===== src/rtl/gng_ctrl_pkg.sv =====
// Shared types and constants for the GNG SNR sweep controller.
// Sigma words are S(8,7); the default table covers SNR 7..12 dB.
package gng_ctrl_pkg;

  typedef enum logic [2:0] {
    ST_IDLE    = 3'd0,
    ST_LOAD    = 3'd1,
    ST_SETTLE  = 3'd2,
    ST_COLLECT = 3'd3,
    ST_NEXT    = 3'd4,
    ST_DONE    = 3'd5
  } state_t;

  localparam logic [7:0] SNR_7DB  = 8'h1c;
  localparam logic [7:0] SNR_8DB  = 8'h19;
  localparam logic [7:0] SNR_9DB  = 8'h16;
  localparam logic [7:0] SNR_10DB = 8'h14;
  localparam logic [7:0] SNR_11DB = 8'h12;
  localparam logic [7:0] SNR_12DB = 8'h10;

  localparam int unsigned N_DEFAULT_POINTS = 6;

  // Entry 0 sits in the least significant byte.
  localparam logic [N_DEFAULT_POINTS*8-1:0] DEFAULT_SIGMA_TABLE =
    {SNR_12DB, SNR_11DB, SNR_10DB, SNR_9DB, SNR_8DB, SNR_7DB};

  function automatic logic [7:0] default_sigma(input int unsigned idx);
    if (idx < N_DEFAULT_POINTS) begin
      return DEFAULT_SIGMA_TABLE[idx*8 +: 8];
    end
    return 8'h00;
  endfunction

endpackage


===== src/rtl/gng_sigma_table.sv =====
// SNR point table: N_POINTS sigma words, synchronous write, asynchronous read,
// reset to the package default sweep.
module gng_sigma_table
  import gng_ctrl_pkg::*;
#(
  parameter int unsigned NBT_SIGMA = 8,
  parameter int unsigned N_POINTS  = 6,
  parameter int unsigned NB_IDX    = 3
) (
  input  logic                 i_clock,
  input  logic                 i_reset,
  input  logic                 i_wr_en,
  input  logic [NB_IDX-1:0]    i_wr_addr,
  input  logic [NBT_SIGMA-1:0] i_wr_data,
  input  logic [NB_IDX-1:0]    i_rd_addr,
  output logic [NBT_SIGMA-1:0] o_rd_data_c
);

  logic [N_POINTS*NBT_SIGMA-1:0] r_mem;
  logic                          w_wr_ok;

  assign w_wr_ok = i_wr_en && (32'(i_wr_addr) < N_POINTS);

  always_ff @(posedge i_clock) begin
    if (i_reset) begin
      for (int unsigned i = 0; i < N_POINTS; i++) begin
        r_mem[i*NBT_SIGMA +: NBT_SIGMA] <= NBT_SIGMA'(default_sigma(i));
      end
    end else if (w_wr_ok) begin
      r_mem[32'(i_wr_addr)*NBT_SIGMA +: NBT_SIGMA] <= i_wr_data;
    end
  end

  assign o_rd_data_c = r_mem[32'(i_rd_addr)*NBT_SIGMA +: NBT_SIGMA];

endmodule


===== src/rtl/gng_snr_sweep_ctrl.sv =====
// Sweep sequencer for top_gng: loads each SNR point's sigma, waits for the
// pipeline to settle, then counts jointly-valid I/Q samples for the capture window.
module gng_snr_sweep_ctrl
  import gng_ctrl_pkg::*;
#(
  parameter int unsigned NBT_SIGMA  = 8,
  parameter int unsigned N_POINTS   = 6,
  parameter int unsigned NB_IDX     = 3,
  parameter int unsigned NB_CNT     = 24,
  parameter int unsigned N_SAMPLES  = 4000000,
  parameter int unsigned SETTLE_CYC = 16
) (
  input  logic                 i_clock,
  input  logic                 i_reset,
  input  logic                 i_start,
  input  logic                 i_abort,
  input  logic                 i_wr_en,
  input  logic [NB_IDX-1:0]    i_wr_addr,
  input  logic [NBT_SIGMA-1:0] i_wr_data,
  input  logic                 i_valid_I,
  input  logic                 i_valid_Q,
  output logic [NBT_SIGMA-1:0] o_sigma,
  output logic [NB_IDX-1:0]    o_point,
  output logic                 o_log_en,
  output logic                 o_point_done,
  output logic                 o_busy,
  output logic                 o_done
);

  localparam int unsigned       NB_SET      = (SETTLE_CYC > 1) ? $clog2(SETTLE_CYC) : 1;
  localparam logic [NB_SET-1:0] SETTLE_LAST = NB_SET'(SETTLE_CYC - 1);
  localparam logic [NB_CNT-1:0] SAMP_LAST   = NB_CNT'(N_SAMPLES - 1);
  localparam logic [NB_IDX-1:0] POINT_LAST  = NB_IDX'(N_POINTS - 1);

  // Parameter sanity, caught at elaboration.
  if (N_SAMPLES < 1) begin : g_chk_samples
    $error("gng_snr_sweep_ctrl: N_SAMPLES must be >= 1");
  end
  if (SETTLE_CYC < 1) begin : g_chk_settle
    $error("gng_snr_sweep_ctrl: SETTLE_CYC must be >= 1");
  end
  if (64'(N_SAMPLES) > ((64'd1 << NB_CNT) - 64'd1)) begin : g_chk_cnt
    $error("gng_snr_sweep_ctrl: NB_CNT too narrow for N_SAMPLES");
  end
  if ((64'd1 << NB_IDX) < 64'(N_POINTS)) begin : g_chk_idx
    $error("gng_snr_sweep_ctrl: NB_IDX too narrow for N_POINTS");
  end

  state_t               r_state;
  state_t               w_state_next;
  logic [NB_IDX-1:0]    r_point;
  logic [NB_IDX-1:0]    w_point_next;
  logic [NBT_SIGMA-1:0] r_sigma;
  logic [NBT_SIGMA-1:0] w_sigma_next;
  logic [NB_SET-1:0]    r_settle_cnt;
  logic [NB_SET-1:0]    w_settle_next;
  logic [NB_CNT-1:0]    r_samp_cnt;
  logic [NB_CNT-1:0]    w_samp_next;
  logic                 r_busy;
  logic                 r_done;
  logic                 r_point_done;
  logic [NBT_SIGMA-1:0] w_tbl_sigma;
  logic                 w_joint_valid;

  gng_sigma_table #(
    .NBT_SIGMA (NBT_SIGMA),
    .N_POINTS  (N_POINTS),
    .NB_IDX    (NB_IDX)
  ) u_table (
    .i_clock     (i_clock),
    .i_reset     (i_reset),
    .i_wr_en     (i_wr_en),
    .i_wr_addr   (i_wr_addr),
    .i_wr_data   (i_wr_data),
    .i_rd_addr   (r_point),
    .o_rd_data_c (w_tbl_sigma)
  );

  assign w_joint_valid = i_valid_I & i_valid_Q;

  // Next-state and datapath updates; abort overrides everything, including start.
  always_comb begin
    w_state_next  = r_state;
    w_point_next  = r_point;
    w_sigma_next  = r_sigma;
    w_settle_next = r_settle_cnt;
    w_samp_next   = r_samp_cnt;

    unique case (r_state)
      ST_IDLE, ST_DONE: begin
        if (i_start) begin
          w_state_next = ST_LOAD;
          w_point_next = '0;
        end
      end
      ST_LOAD: begin
        w_sigma_next  = w_tbl_sigma;
        w_settle_next = '0;
        w_state_next  = ST_SETTLE;
      end
      ST_SETTLE: begin
        if (r_settle_cnt == SETTLE_LAST) begin
          w_samp_next  = '0;
          w_state_next = ST_COLLECT;
        end else begin
          w_settle_next = r_settle_cnt + NB_SET'(1);
        end
      end
      ST_COLLECT: begin
        if (w_joint_valid) begin
          if (r_samp_cnt == SAMP_LAST) begin
            w_state_next = ST_NEXT;
          end else begin
            w_samp_next = r_samp_cnt + NB_CNT'(1);
          end
        end
      end
      ST_NEXT: begin
        if (r_point == POINT_LAST) begin
          w_state_next = ST_DONE;
        end else begin
          w_point_next = r_point + NB_IDX'(1);
          w_state_next = ST_LOAD;
        end
      end
      default: begin
        w_state_next = ST_IDLE;
      end
    endcase

    if (i_abort) begin
      w_state_next = ST_IDLE;
      w_point_next = r_point;
      w_sigma_next = r_sigma;
    end
  end

  // State and output registers; status flags are registered from the next state.
  always_ff @(posedge i_clock) begin
    if (i_reset) begin
      r_state      <= ST_IDLE;
      r_point      <= '0;
      r_sigma      <= '0;
      r_settle_cnt <= '0;
      r_samp_cnt   <= '0;
      r_busy       <= 1'b0;
      r_done       <= 1'b0;
      r_point_done <= 1'b0;
    end else begin
      r_state      <= w_state_next;
      r_point      <= w_point_next;
      r_sigma      <= w_sigma_next;
      r_settle_cnt <= w_settle_next;
      r_samp_cnt   <= w_samp_next;
      r_busy       <= (w_state_next != ST_IDLE) && (w_state_next != ST_DONE);
      r_done       <= (w_state_next == ST_DONE);
      r_point_done <= (w_state_next == ST_NEXT);
    end
  end

  assign o_sigma      = r_sigma;
  assign o_point      = r_point;
  assign o_busy       = r_busy;
  assign o_done       = r_done;
  assign o_point_done = r_point_done;
  assign o_log_en     = (r_state == ST_COLLECT) & w_joint_valid;

endmodule


===== config.mk =====
export PLATFORM = sky130hd
export DESIGN_NAME = gng_snr_sweep_ctrl
export DESIGN_NICKNAME = d
export VERILOG_FILES = /design/src/rtl/gng_ctrl_pkg.sv /design/src/rtl/gng_sigma_table.sv /design/src/rtl/gng_snr_sweep_ctrl.sv
export SDC_FILE = /design/constraint.sdc
export NUM_CORES = 1
export LEC_CHECK = 0
export CELL_PAD_IN_SITES_DETAIL_PLACEMENT = 0
export CELL_PAD_IN_SITES_GLOBAL_PLACEMENT = 1
export CORE_MARGIN = 2
export CORE_UTILIZATION = 46
export DETAILED_ROUTE_END_ITERATION = 7
export GPL_TIMING_DRIVEN = 0
export PLACE_DENSITY = 0.88
export RECOVER_POWER = 25
export REMOVE_ABC_BUFFERS = 1
export SYNTH_ARGS = -nofsm -noshare
export SYNTH_HDL_FRONTEND = slang
export SYNTH_SLANG_ARGS = --single-unit

===== constraint.sdc =====
create_clock -name i_clock -period 2.9 [get_ports i_clock]
set_clock_uncertainty 0.1 [all_clocks]
set_input_delay 0.435 -clock i_clock [delete_from_list [all_inputs] [get_ports i_clock]]
set_output_delay 0.435 -clock i_clock [all_outputs]
set_load 0.05 [all_outputs]

Word level (Yosys, flattened, before mapping)
Index checks and enable logic that the tools add are counted.

storage, ports and cells
  bits in registers = 93
  word-level logic and storage cells = 76
  output and inout bits = 15
  input bits = 18

cells by class
  reduce and logical (&&, ||, !) cells = 13
  add/subtract/negate cells = 4
  $lt $le $gt $ge = 1
  eq/ne operators = 17
  multiplexer cells = 26
  bitwise gates (word level) = 3
  shift operators = 3

operators by type and width
  kind                       number
  $mux W48                   2
  $mux W24                   3
  $bwmux W48                 1
  $pmux W24 S2               1
  $shift A8 B34 Y48 const A  1
  $shiftx A48 B7 Y8          1
  $shiftx A8 B34 Y48         1
  $neg A6 Y34                1
  $mux W5                    6
  $add A24 B1 Y24 const B    1
  $eq A24 B22 Y1 const B     1
  $mux W3                    8
  $eq A3 B3 Y1 const B       5
  $pmux W3 S5                1
  $ne A2 B2 Y1 const B       6
  $pmux W4 S2                1
  $reduce_and A4 Y1          2
  $reduce_bool A2 Y1         4
  $eq A3 B2 Y1 const B       2
  $pmux W3 S2                1
  $add A4 B1 Y4 const B      1
  $eq A4 B4 Y1 const B       1
  $mux W4                    1
  $reduce_and A2 Y1          2
  other kinds (11)           13

Depth between registers and ports, before layout
Gate-level depths: netlist of the first run.

  depth after elaboration = 7
  depth in mapped cells = 10
  mapped depth without buffers = 8

By module
A second synthesis of the first run with hierarchy kept.

second synthesis, totals
  cells, all modules = 557
  area total of the unflattened synthesis = 5190.0 µm²

by module, submodules not included
  module              area each (µm²)  sequential area each (µm²)  cells each  instances
  gng_sigma_table     2982.9           1441.4                      293         1
  gng_snr_sweep_ctrl  2207.1           900.9                       264         1

Worst setup path after synthesis of the first run
Ideal clock, no wire load.

  kind = in2reg
  from = in i_wr_addr[0]
  to = reg u_table.r_mem[44] (data pin)
  arrival = 2235 ps
  setup time = 259 ps
  path slack = 306 ps
  stages = 7
  required time = 2541 ps
  cells stage by stage = clkbuf_1 > inv_1 > ha_1 > ha_1 > or3b_2 > clkbuf_1 > a211o_1

on the way
  word-level cells in the longest chain between the ends = 5

RTL lines
  what                                                            line                      RTL
  start, declared                                                 gng_snr_sweep_ctrl.sv:18  input logic [NB_IDX-1:0] i_wr_addr,
  $neg A6 Y34 (*)                                                 gng_sigma_table.sv:30     r_mem[32'(i_wr_addr)*NBT_SIGMA +: NBT_SIGMA] <= i_wr_data;
  $shiftx A8 B34 Y48 / $shift A8 B34 Y48 (equally long branches)  gng_sigma_table.sv:30
  $bwmux W48 (*)                                                  gng_sigma_table.sv:30
  $mux W48 (*)                                                    gng_sigma_table.sv:29     end else if (w_wr_ok) begin
  $mux W48 (*)                                                    gng_sigma_table.sv:25     if (i_reset) begin
  end signal, assigned by index                                   gng_sigma_table.sv:27     r_mem[i*NBT_SIGMA +: NBT_SIGMA] <= NBT_SIGMA'(default_sigma(i));
  end signal, assigned by index                                   gng_sigma_table.sv:30
  end, declared                                                   gng_sigma_table.sv:19     logic [N_POINTS*NBT_SIGMA-1:0] r_mem;

Mark *: on every way between the ends. The rest lies on a longest branch, timed or not. The select of a mux whose other input is x is not followed.
A chain may end at the register's enable or synchronous reset.

Worst setup path in the final report of the first run
  from = in i_wr_addr[1]
  to = reg u_table.r_mem[18] (data pin)

The elaborated chain is that of the path after synthesis.

==> flow_metrics.tcl, run 1 <==
set metrics [dict create \
    maxCapViolCount 0 \
    coreArea_um2 10300 \
    hpwl_um 7210 \
    critPathKind "input port to register" \
    synth_area_leaders "edfxtp_1 (30%), dfxtp_1 (18%), nor2_1 (5.2%)" \
    power_density_nw_per_um2 472 \
    seq_area_frac_synth_pct 48.0 \
    worstSetupEndpointType "register" \
    crit_family "buffers and inverters" \
    status "finished clean" \
    drt-total-wl_um 10800 \
    drc 0 \
    fin_crit_ns 2.71 \
    post_cts_buffers 0 \
    fmax_mhz 369 \
    grt_first_pass_wirelength_um 17700 \
    layout_commonest_cell "nor2_1" \
    synth_top_area_cell "edfxtp_1" \
    reg2reg_depth 5 \
    syn-cell-area_um2 4880 \
    drt_iter0_drc 289 \
    finalNonFillerCells 663 \
    path_depth 9 \
    path_buf_inv 3 \
    grt_usage_pct 19.7 \
    synth_edf_count 48 \
    dr.pass1.iters 4 \
    postSynthAreaPerCell_um2 9.64 \
    drive_above_1_share_pct 9.11 \
    ant_nets 0 \
    grt_overflow 0 \
    slew_violations 0 \
    slowest_stage "clkdlybuf4s50_1" \
    row_count 37 \
    min_path_type "register to register" \
    root_buffer "clkbuf_8" \
    ctsHoldBuffers 0 \
    synth_flop_cell "edfxtp_1" \
    cts_tree "done" \
    design.die.area_um2 11400 \
    async_flop_share_pct 0 \
    port_buffers 32 \
    ys_types 46 \
    insertion_delay_ns 0.37 \
    antenna_found_initial 0 \
    crit_path_max_fanout 8 \
    initial_core_util_pct 47.2 \
    rsz0062_at_grt "false" \
    critPathMaxStageDelay_ns 0.63 \
    r2r-start "r_state[1]" \
    grt_max_degree 44 \
    post-route-period-util_pct 93.3 \
    cts_buffer_depth 2 \
    worst-slew-pin-transition_ns 1.08 \
    fin_tns_setup_ns 0 \
    final_nets 549 \
    numCtsBuffers 9 \
    flow.area_growth_from_synthesis_pct 12.4 \
    path_cells "clkdlybuf4s50_1, inv_1, ha_1, ha_1, inv_1, nor2_2, and2_1, and3_1, a211o_1" \
    die_h_um 107 \
    ir_worst_vdd_mv 0.203 \
    h-tree-depth 3 \
    synth_cells 506 \
    r2r_setup_slack_ns 0.50 \
    dp.cells 647 \
    hold_violations 0 \
    io_pins 33 \
    gp_congestion 0.773 \
    clkTransAtPathRegs_ns 0.10 \
    hold_depth 2 \
    numClockSinks 93 \
    ys_ff_latch 93 \
    synth_warnings 0 \
    die_width_um 107 \
    antenna-diode-count 0 \
    critical_path.startpoint "i_wr_addr[1]" \
    netlist.area_leader.share_pct 29.6 \
    leakagePower_nw 1.98 \
    fillers 946 \
    maxSlewHeadroom_pct 28.2 \
    wire_per_inst_um 16.3 \
    critical_path_arrival_ns 2.73 \
    final_cell_mix "nor2_1 (66), edfxtp_1 (48), a21oi_1 (43), dfxtp_1 (43), nand2_1 (42)" \
    holdCritStartpoint "r_samp_cnt[4]" \
    vias 3778 \
    critPathLaunchType "input port" \
    grt_pass1_vias 3494 \
    via_per_inst 5.70 \
    multi_input_area_um2 2390 \
    setup_viol 0 \
    worstPathRequired_ns 2.93 \
    final-seq-area_um2 2340 \
]
[flip-flops by register name, indices dropped and copies added (netlist names)]
register and flops:
u_table.r_mem 48, o_sigma 8, o_point 3, o_done 1, o_busy 1, r_samp_cnt 24, r_state 3, o_point_done 1
r_settle_cnt 4
[layout make-up]
cell class / count / area share (%)
Sequential cell: 93 / 42.8
Clock buffer: 9 / 2.26
Timing Repair Buffer: 35 / 6.50
Inverter: 12 / 0.822
Clock inverter: 7 / 1.03
Tap cell: 136 / 3.10
Multi-Input combinational cell: 371 / 43.5
[synth_stat cells (2+ instances only)]
library cell	count
a211o_1	15
clkbuf_1	25
mux2i_1	13
mux2_2	8
nand2b_1	8
nor3_1	7
o21ai_1	2
and2_1	6
and3_1	10
ha_1	9
nor4_1	5
inv_1	12
mux4_2	8
nand4_1	9
a22oi_1	8
and4_1	2
xor2_1	12
nor2_1	67
or3_1	11
buf_2	4
nor4b_1	3
a211oi_1	10
nand3_1	36
o21ai_0	15
nand2_1	44
nand3b_1	2
edfxtp_1	48
o211ai_1	3
a21oi_1	43
dfxtp_1	45
[where the power goes]
part	total, mW	switching, mW	internal (mW)
Combinational	0.267	0.163	0.104
Sequential	1.49	0.0330	1.45
Clock	0.837	0.513	0.324
Total	2.59	0.709	1.88
[final timing paths]
| path | to |
|---|---|
| max reg2reg | r_samp_cnt[20] |
| min reg2reg | r_samp_cnt[4] |
| max | u_table.r_mem[18] |
| min | r_samp_cnt[4] |
[stage by stage]
step                setup slack (ns)  power (mW)  hold slack (ns)  area [µm²]  util [%]
floorplan                      0.621        1.66            0.354        4750         -
global placement               -1.65        1.77            0.367        5240      50.8
detailed placement            -0.509        1.78            0.386        5300      51.3
CTS                           0.0391        2.60            0.402        5480      53.1
global route                   0.105        2.69            0.424        5480      53.1
finish                         0.193        2.59            0.395        5480      53.1
[per-layer routing]
layer	track usage (%)	vias to the layer above	part of all wire [%]	wire [µm]
met3	3.28	11	4.4	474
met1	28.2	1802	48	5140
met5	0	-	0	0
li1	-	1886	-	-
met2	30.5	79	47	5030
met4	6.59	0	1.3	143
[what timing repair did]
| action | CTS | global route |
|---|---|---|
| cloned | 0 | 0 |
| hold endpoints to repair | 0 | 0 |
| endpoints found under the setup margin | 12 | 32 |
| resized for setup | 4 | 5 |
[worst min-delay path: stages, from the launching register on]
cell     delay (ns)
dfxtp_1        0.32
o21ai_0        0.07
a21oi_1        0.06
[cells by family (layout without fill, tap and decap cells)]
logic type	after synthesis	count (layout)	share of synthesized area, %
AOI/OAI and AO/OA	104	104	13.9
xor gates and xnor gates	12	12	2.15
adders and majority gates	9	9	2.31
buffers and inverters	42	63	3.49
DFF	93	93	48.0
muxes	29	29	8.21
and+or+nand+nor	217	217	22.0
No activity file was read; power rests on OpenSTA's default activity.
==> inputs of run 2 (changes only) <==
--- a/config.mk
+++ b/config.mk
@@ -14,6 +14,7 @@
 export PLACE_DENSITY = 0.88
 export RECOVER_POWER = 25
 export REMOVE_ABC_BUFFERS = 1
+export SLEW_MARGIN = 15
 export SYNTH_ARGS = -nofsm -noshare
 export SYNTH_HDL_FRONTEND = slang
 export SYNTH_SLANG_ARGS = --single-unit
==> run 2 against run 1 <==
Against the previous run:
- sequential share of layout area shrank 0.35 points
- die area is the same
- global-route usage grew 0.23 points
- critical path type unchanged
- final cell count is the same
- register-to-register slack is essentially flat
- power grew 3.4%
- via count grew 1.3%
- non-clock buffer count is the same
==> flow_metrics.tcl, run 2 (same netlist as run 1, synthesis figures left out) <==
set metrics [dict create \
    status "finished clean" \
    critPathLaunchType "input port" \
    numCtsBuffers 9 \
    antenna-diode-count 0 \
    maxCapViolCount 0 \
    grt_pass1_vias 3542 \
    setup_slack_ns 0.218 \
    drive_above_1_share_pct 9.30 \
    critPathKind "input port to register" \
    wire_per_inst_um 16.4 \
    drt-total-wl_um 10900 \
    top_register "u_table.r_mem" \
    ctsHoldBuffers 0 \
    largest_reg_flops 48 \
    initial_core_util_pct 47.2 \
    root_buffer "clkbuf_8" \
    maxSlewHeadroom_pct 23.0 \
    coreArea_um2 10300 \
    hpwl_um 7250 \
    grt_usage_pct 20.0 \
    drt_iter0_drc 248 \
    drc 0 \
    dr.pass1.iters 4 \
    rsz0062_at_grt "false" \
    r2r_setup_slack_ns 0.50 \
    grt_first_pass_wirelength_um 17800 \
    final_cell_mix "nor2_1 (66), edfxtp_1 (48), a21oi_1 (43), dfxtp_1 (43), nand2_1 (41)" \
    layout_commonest_cell "nor2_1" \
    io_pins 33 \
    port_buffers 32 \
    vias 3829 \
    r2r-end "r_samp_cnt[20]" \
    worstPathRequired_ns 3.03 \
    die_h_um 107 \
    cts_tree "done" \
    cts_buffer_depth 2 \
    worst-slew-pin-transition_ns 1.15 \
    post_cts_buffers 0 \
    fillers 923 \
    hold_violations 0 \
    critPathCapture "u_table.r_mem[19]" \
    leakagePower_nw 2.01 \
    power_density_nw_per_um2 484 \
    min_path_type "register to register" \
    flow.area_growth_from_synthesis_pct 13.3 \
    insertion_delay_ns 0.38 \
    critical_path_arrival_ns 2.81 \
    reg2reg_depth 5 \
    final_nets 549 \
    ant_nets 0 \
    r2r-start "r_state[1]" \
    grt_overflow 0 \
    ir_worst_vdd_mv 0.197 \
    critical_path.startpoint "i_wr_addr[1]" \
    design.die.area_um2 11400 \
    clkTransAtPathRegs_ns 0.11 \
    h-tree-depth 3 \
    row_count 37 \
    crit_path_max_fanout 8 \
    grt_max_degree 36 \
    post-route-period-util_pct 92.5 \
    utilization_pct 53.5 \
    setup_viol 0 \
    fin_crit_ns 2.68 \
    antenna_found_initial 0 \
    place_ws_ns -0.513 \
    via_per_inst 5.78 \
    worstSetupEndpointType "register" \
    fmax_mhz 373 \
    gp_congestion 0.773 \
    slew_violations 0 \
    die_width_um 107 \
    numClockSinks 93 \
]
==> run 2: worst min-delay path by stage <==
stage | start | slack [ns] | depth (start not counted) | end
2_1_floorplan | r_samp_cnt[4] | 0.35 | 2 | r_samp_cnt[4]
3_3_place_gp | r_samp_cnt[4] | 0.37 | 2 | r_samp_cnt[4]
3_5_place_dp | r_samp_cnt[4] | 0.38 | 2 | r_samp_cnt[4]
4_1_cts | r_samp_cnt[4] | 0.40 | 2 | r_samp_cnt[4]
5_1_grt | o_sigma[7] | 0.42 | 2 | o_sigma[7]
6_report | r_samp_cnt[4] | 0.39 | 2 | r_samp_cnt[4]
==> run 2: critical path, cell delays in order <==
cell and delay [ns]:
clkdlybuf4s50_1 0.63, inv_1 0.10, ha_1 0.20, ha_1 0.33
inv_1 0.09, nor2_2 0.27, and2_1 0.41, nand3_1 0.15
a21oi_1 0.19
==> run 2: per-layer routing <==
metal	GRT usage [%]	share of wire [%]
met5	0	0
met4	6.68	1.6
met3	3.53	5.0
met2	31.0	47
met1	28.3	46
==> run 2: power by group <==
| group | switching (mW) | total, mW | internal [mW] |
|---|---|---|---|
| combinational | 0.165 | 0.273 | 0.108 |
| clock | 0.507 | 0.920 | 0.413 |
| sequential | 0.0328 | 1.48 | 1.45 |
| total | 0.705 | 2.68 | 1.97 |
==> run 2: final cells by class <==
cell class / count / area [µm²] / area share, %
well taps: 136 / 170 / 3.08
clock inverters: 7 / 80.1 / 1.45
flip-flops and latches: 93 / 2340 / 42.4
repair buffers: 35 / 375 / 6.79
clock buffers: 9 / 124 / 2.24
multi-input cells: 371 / 2390 / 43.2
inverters: 12 / 45.0 / 0.815
==> run 2: what timing repair did <==
item | CTS | global route
gates resized for setup | 3 | 7
endpoints found under the hold margin | 0 | 0
setup endpoints to repair | 10 | 36
==> run 2: stage by stage <==
step           setup TNS (ns)  hold slack [ns]  cells  instance area [µm²]  total power, mW
2_1_floorplan               0            0.354    476                 4750             1.66
3_3_place_gp          -112.48            0.367    644                 5240             1.77
3_5_place_dp           -13.88            0.384    647                 5300             1.78
4_1_cts                     0            0.399    663                 5510             2.70
5_1_grt                     0            0.423    663                 5530             2.79
6_report                    0            0.391    663                 5530             2.68
